===== src/rtl/rsc_code_pkg.sv =====
// Shared definitions for the 8-state RSC constituent code (fb 1+D^2+D^3, ff 1+D+D^3)
// and the hard-decision Viterbi decoder built on it.
// No ports: block length, metric widths, FSM state type, path-metric vector type and
// the encoder next-state / parity helpers used by RTL and bench models.
package rsc_code_pkg;

  localparam int unsigned BLOCK_LEN       = 8;
  localparam int unsigned NUM_STATES      = 8;
  localparam int unsigned PM_W            = 6;
  localparam int unsigned PM_INIT_UNREACH = 32;

  typedef enum logic [2:0] {
    IDLE = 3'd0,
    ACC  = 3'd1,
    FIND = 3'd2,
    TB   = 3'd3,
    DONE = 3'd4
  } dec_state_e;

  typedef logic [NUM_STATES-1:0][PM_W-1:0] pm_vec_t;

  // State 0 is the known encoder start; every other state starts out of reach.
  localparam pm_vec_t PM_INIT_VEC =
    {{(NUM_STATES-1){PM_W'(PM_INIT_UNREACH)}}, PM_W'(0)};

  // state = {s2, s1, s0}, s0 being the most recent register (D^1).
  function automatic logic [2:0] rsc_next_state(input logic [2:0] state, input logic u);
    logic a;
    a = u ^ state[1] ^ state[2];
    return {state[1], state[0], a};
  endfunction

  function automatic logic rsc_parity(input logic [2:0] state, input logic u);
    logic a;
    a = u ^ state[1] ^ state[2];
    return a ^ state[0] ^ state[2];
  endfunction

endpackage


===== src/rtl/rsc_viterbi_decoder_if.sv =====
// Symbol-in / block-out handshake bundle of the RSC Viterbi decoder.
// Ports (signals): in_valid/in_ready/sym_sys/sym_par carry one received symbol,
// out_valid/out_ready/data_out/metric_out carry one decoded block.
// master = symbol producer and block consumer, slave = decoder.
interface rsc_viterbi_decoder_if;
  import rsc_code_pkg::*;

  logic                 in_valid;
  logic                 in_ready;
  logic                 sym_sys;
  logic                 sym_par;
  logic                 out_valid;
  logic                 out_ready;
  logic [BLOCK_LEN-1:0] data_out;
  logic [PM_W-1:0]      metric_out;

  modport master (
    output in_valid, sym_sys, sym_par, out_ready,
    input  in_ready, out_valid, data_out, metric_out
  );

  modport slave (
    input  in_valid, sym_sys, sym_par, out_ready,
    output in_ready, out_valid, data_out, metric_out
  );

endinterface


===== src/rtl/rsc_acs_unit.sv =====
// Combinational add-compare-select over all 8 trellis states for one received symbol.
// Ports: pm_in (current path metrics), sym_sys/sym_par (hard symbol),
//        pm_out (updated metrics), surv (bit ns = q2 of the surviving predecessor of ns).
module rsc_acs_unit
  import rsc_code_pkg::*;
(
  input  pm_vec_t               pm_in,
  input  logic                  sym_sys,
  input  logic                  sym_par,
  output pm_vec_t               pm_out,
  output logic [NUM_STATES-1:0] surv
);

  for (genvar ns = 0; ns < NUM_STATES; ns++) begin : g_state
    // Predecessors share q1 = ns2 and q0 = ns1; they differ only in q2.
    localparam logic [2:0] NS = 3'(ns);
    localparam logic [2:0] Q0 = {1'b0, NS[2:1]};
    localparam logic [2:0] Q1 = {1'b1, NS[2:1]};
    localparam logic       U0 = NS[0] ^ NS[2];
    localparam logic       U1 = ~U0;
    localparam logic       P0 = rsc_parity(Q0, U0);
    localparam logic       P1 = rsc_parity(Q1, U1);

    logic [1:0]      bm0;
    logic [1:0]      bm1;
    logic [PM_W-1:0] cand0;
    logic [PM_W-1:0] cand1;

    assign bm0   = 2'(sym_sys != U0) + 2'(sym_par != P0);
    assign bm1   = 2'(sym_sys != U1) + 2'(sym_par != P1);
    assign cand0 = pm_in[Q0] + PM_W'(bm0);
    assign cand1 = pm_in[Q1] + PM_W'(bm1);

    // Strict compare: a tie keeps the q2=0 predecessor.
    assign surv[ns]   = (cand1 < cand0);
    assign pm_out[ns] = surv[ns] ? cand1 : cand0;
  end

endmodule


===== src/rtl/rsc_viterbi_decoder.sv =====
// Hard-decision Viterbi decoder for one 8-state RSC constituent code.
// Collects BLOCK_LEN symbols with one ACS per handshake, picks the best end state,
// traces back one step per cycle and presents the data word plus winning metric.
// Ports: clk, reset (async, active-high),
//        bus (slave): in_valid/in_ready/sym_sys/sym_par in, out_valid/out_ready/data_out/metric_out out.
module rsc_viterbi_decoder
  import rsc_code_pkg::*;
(
  input logic                  clk,
  input logic                  reset,
  rsc_viterbi_decoder_if.slave bus
);

  dec_state_e            state;
  logic [2:0]            cnt;
  logic [2:0]            tb_k;
  logic [2:0]            tb_s;
  pm_vec_t               pm;
  pm_vec_t               pm_acs_in;
  pm_vec_t               pm_next;
  logic [NUM_STATES-1:0] surv_vec;
  logic [NUM_STATES-1:0] surv_mem [BLOCK_LEN];

  logic                 in_ready_q;
  logic                 out_valid_q;
  logic [BLOCK_LEN-1:0] data_q;
  logic [PM_W-1:0]      metric_q;

  logic            hs;
  logic [PM_W-1:0] best_pm;
  logic [2:0]      best_s;
  logic            tb_b;

  assign bus.in_ready   = in_ready_q;
  assign bus.out_valid  = out_valid_q;
  assign bus.data_out   = data_q;
  assign bus.metric_out = metric_q;

  assign hs = bus.in_valid & in_ready_q;

  // The first ACS of a block starts from fresh metrics, not the previous block's.
  assign pm_acs_in = (state == IDLE) ? PM_INIT_VEC : pm;

  rsc_acs_unit u_acs (
    .pm_in   (pm_acs_in),
    .sym_sys (bus.sym_sys),
    .sym_par (bus.sym_par),
    .pm_out  (pm_next),
    .surv    (surv_vec)
  );

  // Minimum path metric; strict compare keeps the lowest index on ties.
  always_comb begin
    best_pm = pm[0];
    best_s  = 3'd0;
    for (int i = 1; i < int'(NUM_STATES); i++) begin
      if (pm[i] < best_pm) begin
        best_pm = pm[i];
        best_s  = 3'(i);
      end
    end
  end

  assign tb_b = surv_mem[tb_k][tb_s];

  // Control FSM with survivor storage and traceback.
  always_ff @(posedge clk or posedge reset) begin
    if (reset) begin
      state       <= IDLE;
      cnt         <= 3'd0;
      tb_k        <= 3'd0;
      tb_s        <= 3'd0;
      pm          <= PM_INIT_VEC;
      in_ready_q  <= 1'b0;
      out_valid_q <= 1'b0;
      data_q      <= '0;
      metric_q    <= '0;
      for (int i = 0; i < int'(BLOCK_LEN); i++) begin
        surv_mem[i] <= '0;
      end
    end else begin
      case (state)
        IDLE: begin
          in_ready_q <= 1'b1;
          if (hs) begin
            pm          <= pm_next;
            surv_mem[0] <= surv_vec;
            cnt         <= 3'd1;
            state       <= ACC;
          end
        end
        ACC: begin
          if (hs) begin
            pm             <= pm_next;
            surv_mem[cnt]  <= surv_vec;
            cnt            <= cnt + 3'd1;
            if (cnt == 3'(BLOCK_LEN - 1)) begin
              in_ready_q <= 1'b0;
              state      <= FIND;
            end
          end
        end
        FIND: begin
          metric_q <= best_pm;
          tb_s     <= best_s;
          tb_k     <= 3'(BLOCK_LEN - 1);
          state    <= TB;
        end
        TB: begin
          // Predecessor is {b, s2, s1}; the input bit that led here is s0^s2^b.
          data_q[tb_k] <= tb_s[0] ^ tb_s[2] ^ tb_b;
          tb_s         <= {tb_b, tb_s[2], tb_s[1]};
          tb_k         <= tb_k - 3'd1;
          if (tb_k == 3'd0) begin
            out_valid_q <= 1'b1;
            state       <= DONE;
          end
        end
        DONE: begin
          if (bus.out_ready) begin
            out_valid_q <= 1'b0;
            in_ready_q  <= 1'b1;
            state       <= IDLE;
          end
        end
        default: begin
          state <= IDLE;
        end
      endcase
    end
  end

endmodule

===== src/flat_wrapper.sv =====
// flat-port wrapper written by rule: the top's interface ports become plain ports
module rsc_viterbi_decoder_flat import rsc_code_pkg::*;
  (clk, reset, bus_in_valid, bus_sym_sys, bus_sym_par, bus_out_ready, bus_in_ready, bus_out_valid, bus_data_out, bus_metric_out);
  rsc_viterbi_decoder_if bus_i ();
  input logic clk;
  input logic reset;
  input wire logic [$bits(bus_i.in_valid)-1:0] bus_in_valid;
  input wire logic [$bits(bus_i.sym_sys)-1:0] bus_sym_sys;
  input wire logic [$bits(bus_i.sym_par)-1:0] bus_sym_par;
  input wire logic [$bits(bus_i.out_ready)-1:0] bus_out_ready;
  output wire logic [$bits(bus_i.in_ready)-1:0] bus_in_ready;
  output wire logic [$bits(bus_i.out_valid)-1:0] bus_out_valid;
  output wire logic [$bits(bus_i.data_out)-1:0] bus_data_out;
  output wire logic [$bits(bus_i.metric_out)-1:0] bus_metric_out;
  assign bus_i.in_valid = bus_in_valid;
  assign bus_i.sym_sys = bus_sym_sys;
  assign bus_i.sym_par = bus_sym_par;
  assign bus_i.out_ready = bus_out_ready;
  assign bus_in_ready = bus_i.in_ready;
  assign bus_out_valid = bus_i.out_valid;
  assign bus_data_out = bus_i.data_out;
  assign bus_metric_out = bus_i.metric_out;
  rsc_viterbi_decoder u_core (.clk(clk), .reset(reset), .bus(bus_i));
endmodule

===== config.mk =====
export PLATFORM = sky130hd
export DESIGN_NAME = rsc_viterbi_decoder_flat
export DESIGN_NICKNAME = d
export VERILOG_FILES = /design/src/rtl/rsc_code_pkg.sv /design/src/rtl/rsc_viterbi_decoder_if.sv /design/src/rtl/rsc_acs_unit.sv /design/src/rtl/rsc_viterbi_decoder.sv /design/src/flat_wrapper.sv
export SDC_FILE = /design/constraint.sdc
export NUM_CORES = 1
export LEC_CHECK = 0
export CORE_AREA = 2 2 186 142
export DETAILED_ROUTE_END_ITERATION = 8
export DIE_AREA = 0 0 188 144
export SYNTH_ARGS = -nofsm -noshare
export SYNTH_HDL_FRONTEND = slang
export SYNTH_SLANG_ARGS = --single-unit

===== constraint.sdc =====
create_clock -name clk -period 10.8 [get_ports clk]
set_input_delay 2.16 -clock clk [delete_from_list [all_inputs] [get_ports clk]]
set_output_delay 2.16 -clock clk [all_outputs]
set_load 0.01 [all_outputs]

== Yosys cells after proc, flatten, opt, wreduce, memory -nomap -nowiden ==
Index checks and enable logic that the tools add are counted.

* Bits of input ports: 6
* Word-level logic and storage cells: 153
* Flip-flop bits (word level): 140
* Output and inout port bits: 16

* Reduce and logical (&&, ||, !) cells: 15
* Add/sub/neg operators: 22
* Equality and inequality tests: 10
* Bitwise operators: 7
* $lt $le $gt $ge: 21
* Multiplexer cells: 54

{| class="wikitable"
|+ Operators by type and width
! operator !! count
|-
| 6-bit by 2-bit adder with 6-bit output || 16
|-
| 6-bit < comparator || 15
|-
| 6-bit two-way mux || 15
|-
| 64-bit bitwise mux || 1
|-
| 64-bit two-way mux || 1
|-
| 48-bit two-way mux || 1
|-
| 8-bit two-way mux || 4
|-
| 3-bit two-way mux || 10
|-
| 8-bit binary-select mux with 3-bit select || 1
|-
| 8-bit demux with 3-bit select || 1
|-
| 3-bit one-hot mux with 2 select lines || 3
|-
| 8-bit one-hot mux with 2 select lines || 1
|-
| 3-bit one-hot mux with 5 select lines || 1
|-
| 1-bit by 1-bit adder with 2-bit output || 4
|-
| 8-bit bitwise mux || 1
|-
| 4-bit >= comparator, second input constant || 2
|-
| 3-bit by 4-bit < comparator with 1-bit output, second input constant || 2
|-
| 1-bit two-way mux || 8
|-
| 2-bit by 1-bit != test with 1-bit output, second input constant || 4
|-
| 3-bit inverter with 4-bit output || 2
|-
| 3-bit by 2-bit == test with 1-bit output, second input constant || 2
|-
| 3-bit == test, second input constant || 2
|-
| 3-bit logical NOT || 2
|-
| 3-bit AND reduction || 2
|-
| 21 further kinds || 28
|}

== Longest topological paths before layout ==
* Word-level depth: 15
* Mapped depth: 59
* Gate-level depth less buffers: 57

== Hierarchy ==
A second synthesis with hierarchy kept.

* Cell total of the unflattened synthesis: 1252
* Area total of the unflattened synthesis: 11556.1 sq um

{| class="wikitable"
|+ By module, submodules not included
! module !! area an instance (sq um) !! instances !! cells an instance
|-
| rsc_viterbi_decoder || 8112.8 || 1 || 816
|-
| rsc_acs_unit || 3443.3 || 1 || 436
|}

== Worst setup path before layout ==
Ideal clock, no wire load.

* Kind: flip-flop to flip-flop
* Start: reg u_core.pm[4] (netlist bit)
* End: reg u_core.metric_q[1], in the netlist u_core.bus.metric_out[1]
* Buffers on the path: 3
* Stages on the path, launching flop included: 55
* Clock period less this slack: 10.531 ns
* Slack: 0.269 ns
* Arrival time: 10.458 ns
* Cell sequence: dfrtp_1 buf_4 clkinv_1 ha_1 nand4_2 o21ai_4 mux2i_1 ha_1 clkbuf_1 nand2_1 nor3_1 a311o_1 nor2_1 mux2_2 ha_1 o2111ai_1 o31ai_1 nor2_1 [... 19 more ...] ha_1 a21oi_1 nor2b_1 o21ai_0 nand2b_1 a21o_1 a211o_1 a22o_1 ha_1 a21oi_1 nor2b_1 o21ai_0 nand2b_1 nor3_1 a21o_1 buf_6 a221o_1 a21oi_2

* Word-level cells in the longest chain between the ends: 14

{| class="wikitable"
|+ Ends and longest elaborated chain
! element !! line !! source
|-
| start: declaration || rsc_viterbi_decoder.sv:18 || <nowiki>pm_vec_t pm;</nowiki>
|-
| start signal: assignment || rsc_viterbi_decoder.sv:86 || <nowiki>pm <= pm_next;</nowiki>
|-
| start signal: assignment || rsc_viterbi_decoder.sv:94 || <nowiki>pm <= pm_next;</nowiki>
|-
| 6-bit < comparator || rsc_viterbi_decoder.sv:57 || <nowiki>if (pm[i] < best_pm) begin</nowiki>
|-
| 6-bit two-way mux * || rsc_viterbi_decoder.sv:57 ||
|-
| 6-bit < comparator || rsc_viterbi_decoder.sv:57 ||
|-
| 6-bit two-way mux * || rsc_viterbi_decoder.sv:57 ||
|-
| 6-bit < comparator || rsc_viterbi_decoder.sv:57 ||
|-
| 6-bit two-way mux * || rsc_viterbi_decoder.sv:57 ||
|-
| 6-bit < comparator || rsc_viterbi_decoder.sv:57 ||
|-
| 6-bit two-way mux * || rsc_viterbi_decoder.sv:57 ||
|-
| 6-bit < comparator || rsc_viterbi_decoder.sv:57 ||
|-
| 6-bit two-way mux * || rsc_viterbi_decoder.sv:57 ||
|-
| 6-bit < comparator || rsc_viterbi_decoder.sv:57 ||
|-
| 6-bit two-way mux * || rsc_viterbi_decoder.sv:57 ||
|-
| 6-bit < comparator || rsc_viterbi_decoder.sv:57 ||
|-
| 6-bit two-way mux * || rsc_viterbi_decoder.sv:57 ||
|-
| end signal: assignment || rsc_viterbi_decoder.sv:104 || <nowiki>metric_q <= best_pm;</nowiki>
|-
| end: declaration || rsc_viterbi_decoder.sv:27 || <nowiki>logic [PM_W-1:0] metric_q;</nowiki>
|}

Every way passes the cells marked *; elsewhere a longest branch is shown, timed or not.
A chain may end at the register's enable or synchronous reset.

== Final worst setup path ==
* Start: reg u_core.pm[5] (netlist bit)
* End: reg u_core.metric_q[3], in the netlist u_core.bus.metric_out[3]

The elaborated chain is that of the path after synthesis.

==> impl_metrics.py <==
metrics = {
    "route": {
        "met1_length_um": 15450,
        "drc": 0,
        "wirelength_um": 29700,
        "routed.top_layer": "met4",
        "ant_nets": 0,
        "firstDrtPassIters": 5,
        "wl_per_cell_um": 18.49,
        "vias": 9165,
        "wl_met3_um": 1425,
        "wl_met2_um": 12460,
        "vias_per_cell": 5.707,
        "drt-initial-drc-count": 803,
    },
    "clocking": {
        "cts_inserted_buffers": 17,
        "worst_skew_pair.late_latency_ns": 0.44,
        "clkSinkCount": 140,
        "cts_tree": "yes",
        "clock-root-buffer": "clkbuf_16",
        "cts.clk_slew.worst_paths_ns": 0.07,
        "ctsHoldBuffers": 0,
        "cts_buffer_depth": 2,
        "h-tree-depth": 4,
    },
    "worst_setup_path": {
        "startpoint": "u_core.pm[5]",
        "start_kind": "flop",
        "max_stage_delay_ns": 0.43,
        "cp-endpoint": "u_core.bus.metric_out[3]",
        "rrSetupSlack_ns": 0.28,
        "crit_fanout": 7,
        "r2r_cells": 50,
        "worstReg2RegEnd": "u_core.bus.metric_out[3]",
        "worstPathArrival_ns": 10.87,
        "path_class": "reg2reg",
        "crit_path_frequent_cell": "ha_4",
        "critical_path.endpoint_type": "flop",
        "critPathSlowestCell": "or3b_4",
        "cp.required_ns": 11.15,
        "timing.rr.start": "u_core.pm[5]",
    },
    "status": {
        "status": "completed",
    },
    "cells_and_area": {
        "nets": 1370,
        "diodes": 0,
        "synthToLayoutAreaGrowth_pct": 15.88,
        "drive_gt1_frac": 0.2235,
        "final_cell_mix": "133 x dfrtp_1, 102 x nor2_1, 98 x nand2_1, 91 x ha_1, 85 x a21oi_1",
        "final_common_cell": "dfrtp_1",
        "final_area_um2": 13020,
        "instances_no_fill": 1606,
    },
    "timing": {
        "min_period_ns": 10.52,
        "maxSlewViolCount": 0,
        "timing.final.ws_setup_ns": 0.2810,
        "max_slew_margin": 0.3221,
        "fmax_mhz": 95.07,
        "setup_viol": 0,
        "hold_ws_ns": 0.4795,
        "finClkSkew_ns": 0.02135,
        "post-route-period-util": 0.9740,
        "final_hold_viol_count": 0,
        "tightest_slew_ns": 1.017,
    },
    "place": {
        "place_ws_ns": -0.1987,
        "io_buffers": 21,
        "gp_congestion": 0.8333,
        "hpwl_um": 21740,
        "place_area_um2": 11930,
        "place_inst": 1544,
    },
    "die": {
        "std_cell_rows": 51,
        "start_util": 0.4414,
        "die_h_um": 144,
        "io_pins": 22,
        "die_w_um": 188,
        "die_area_um2": 27070,
        "core_um2": 25460,
    },
    "grt": {
        "antenna_found_initial": 0,
        "grt_max_degree": 76,
        "grt_overflow_total": 0,
        "grt_pass1_vias": 8642,
        "grt_pass1_wl_um": 47350,
        "globalRouteTotalUtil": 0.2238,
    },
    "hold_path": {
        "hp-class": "reg2reg",
    },
    "synth": {
        "netlist_area_um2": 11240,
        "synth-edff-count": 0,
        "synthCells": 1206,
        "synth_nets": 1327,
        "ys_warn_count": 0,
        "synth-main-ff-cell": "dfrtp_1",
        "ys_ff_latch": 140,
        "syn_avg_cell_area_um2": 9.319,
        "async_flop_share": 1.000,
        "yosys.cell_types.count": 86,
        "ys_seq_area_frac": 0.3125,
    },
    "flow_run": {
        "max-cap-violations": 0,
    },
}
==> worst min-delay path by stage <==
stage                                        start                  endpoint  depth (start not counted)
after floorplan                      u_core.pm[24]             u_core.pm[24]                          2
after global placement    u_core.bus.metric_out[0]  u_core.bus.metric_out[0]                          2
after detailed placement  u_core.bus.metric_out[0]  u_core.bus.metric_out[0]                          2
after CTS                 u_core.bus.metric_out[0]  u_core.bus.metric_out[0]                          2
after global routing      u_core.bus.metric_out[0]  u_core.bus.metric_out[0]                          2
final                     u_core.bus.metric_out[0]  u_core.bus.metric_out[0]                          2
==> final cells by class <==
cell class,count,area [um^2]
Clock buffer,17,425.4
Sequential cell,140,3512
Tap cell,344,430.4
Timing Repair Buffer,90,735.7
Clock inverter,15,175.2
Fill cell,2309,12440
Multi-Input combinational cell,956,7574
Inverter,44,170.2
==> timing repair <==
item / in CTS / in global routing
endpoints found under the setup margin: 8 / 9
gates resized for setup: 5 / 50
pin swaps: 0 / 27
gates cloned: 1 / 0
setup buffers: 0 / 29
==> layer usage <==
layer	global-route usage	up-vias
met1	0.3542	4521
met5	0	-
met2	0.3241	211
met4	0.05139	0
met3	0.02378	26
li1	-	4407
==> cell families after synthesis <==
family                   count (synthesis)  share of synthesized area
buffers and inverters                  111                    0.03819
multiplexers                           123                     0.1404
XOR/XNOR                                62                    0.04832
adder cells (fa/ha/maj)                116                     0.1396
AND/OR/NAND/NOR                        375                     0.1615
AO/OA/AOI/OAI                          279                     0.1594
flip-flops                             140                     0.3125
==> registers in the layout, indices dropped and copies added (netlist names) <==
name                   flops
u_core.tb_s                3
u_core.bus.in_ready        1
u_core.pm                 48
u_core.bus.data_out        8
u_core.tb_k                3
u_core.surv_mem           64
u_core.cnt                 3
u_core.state               3
u_core.bus.out_valid       1
u_core.bus.metric_out      6
==> Yosys cell counts (all sizes together), types with 5 or more instances <==
cell,number,share of area
nor2,106,0.035
a211oi,11,0.0082
and2,14,0.0078
mux2,77,0.077
mux4,20,0.040
nor2b,27,0.015
clkbuf,59,0.020
mux2i,26,0.023
inv,42,0.014
xnor2,31,0.024
nand2,98,0.033
o31ai,6,0.0040
and3,5,0.0032
nand2b,21,0.012
buf,8,0.0038
a21oi,98,0.046
or3,11,0.0061
o21ai,87,0.040
nand4,5,0.0033
nand3,47,0.021
dfrtp,133,0.30
ha,99,0.11
or2,9,0.0050
a22o,5,0.0039
a21o,17,0.011
a31oi,7,0.0052
fa,16,0.029
dfstp,7,0.016
o21a,6,0.0040
xor2,31,0.024
nor3,16,0.0076
==> through the flow <==
stage               TNS [ns]    util
detailed placement    -1.135  0.4687
CTS                        0  0.4935
floorplan                  0       -
finish                     0  0.5115
global route         -0.6433  0.5115
global placement           0  0.4687
==> worst max-delay path: cells and delay by family, from the launching register on <==
family,cells,cell delay [ns]
AOI/OAI and AO/OA,22,4.76
muxes,3,0.85
DFF,1,0.36
buffers and inverters,8,0.93
and+or+nand+nor,10,1.67
adders and majority gates,7,1.86
Power is left out: the tool's default activity adds up to more than one toggle a clock period on the data nets, which glitch-free logic cannot reach.
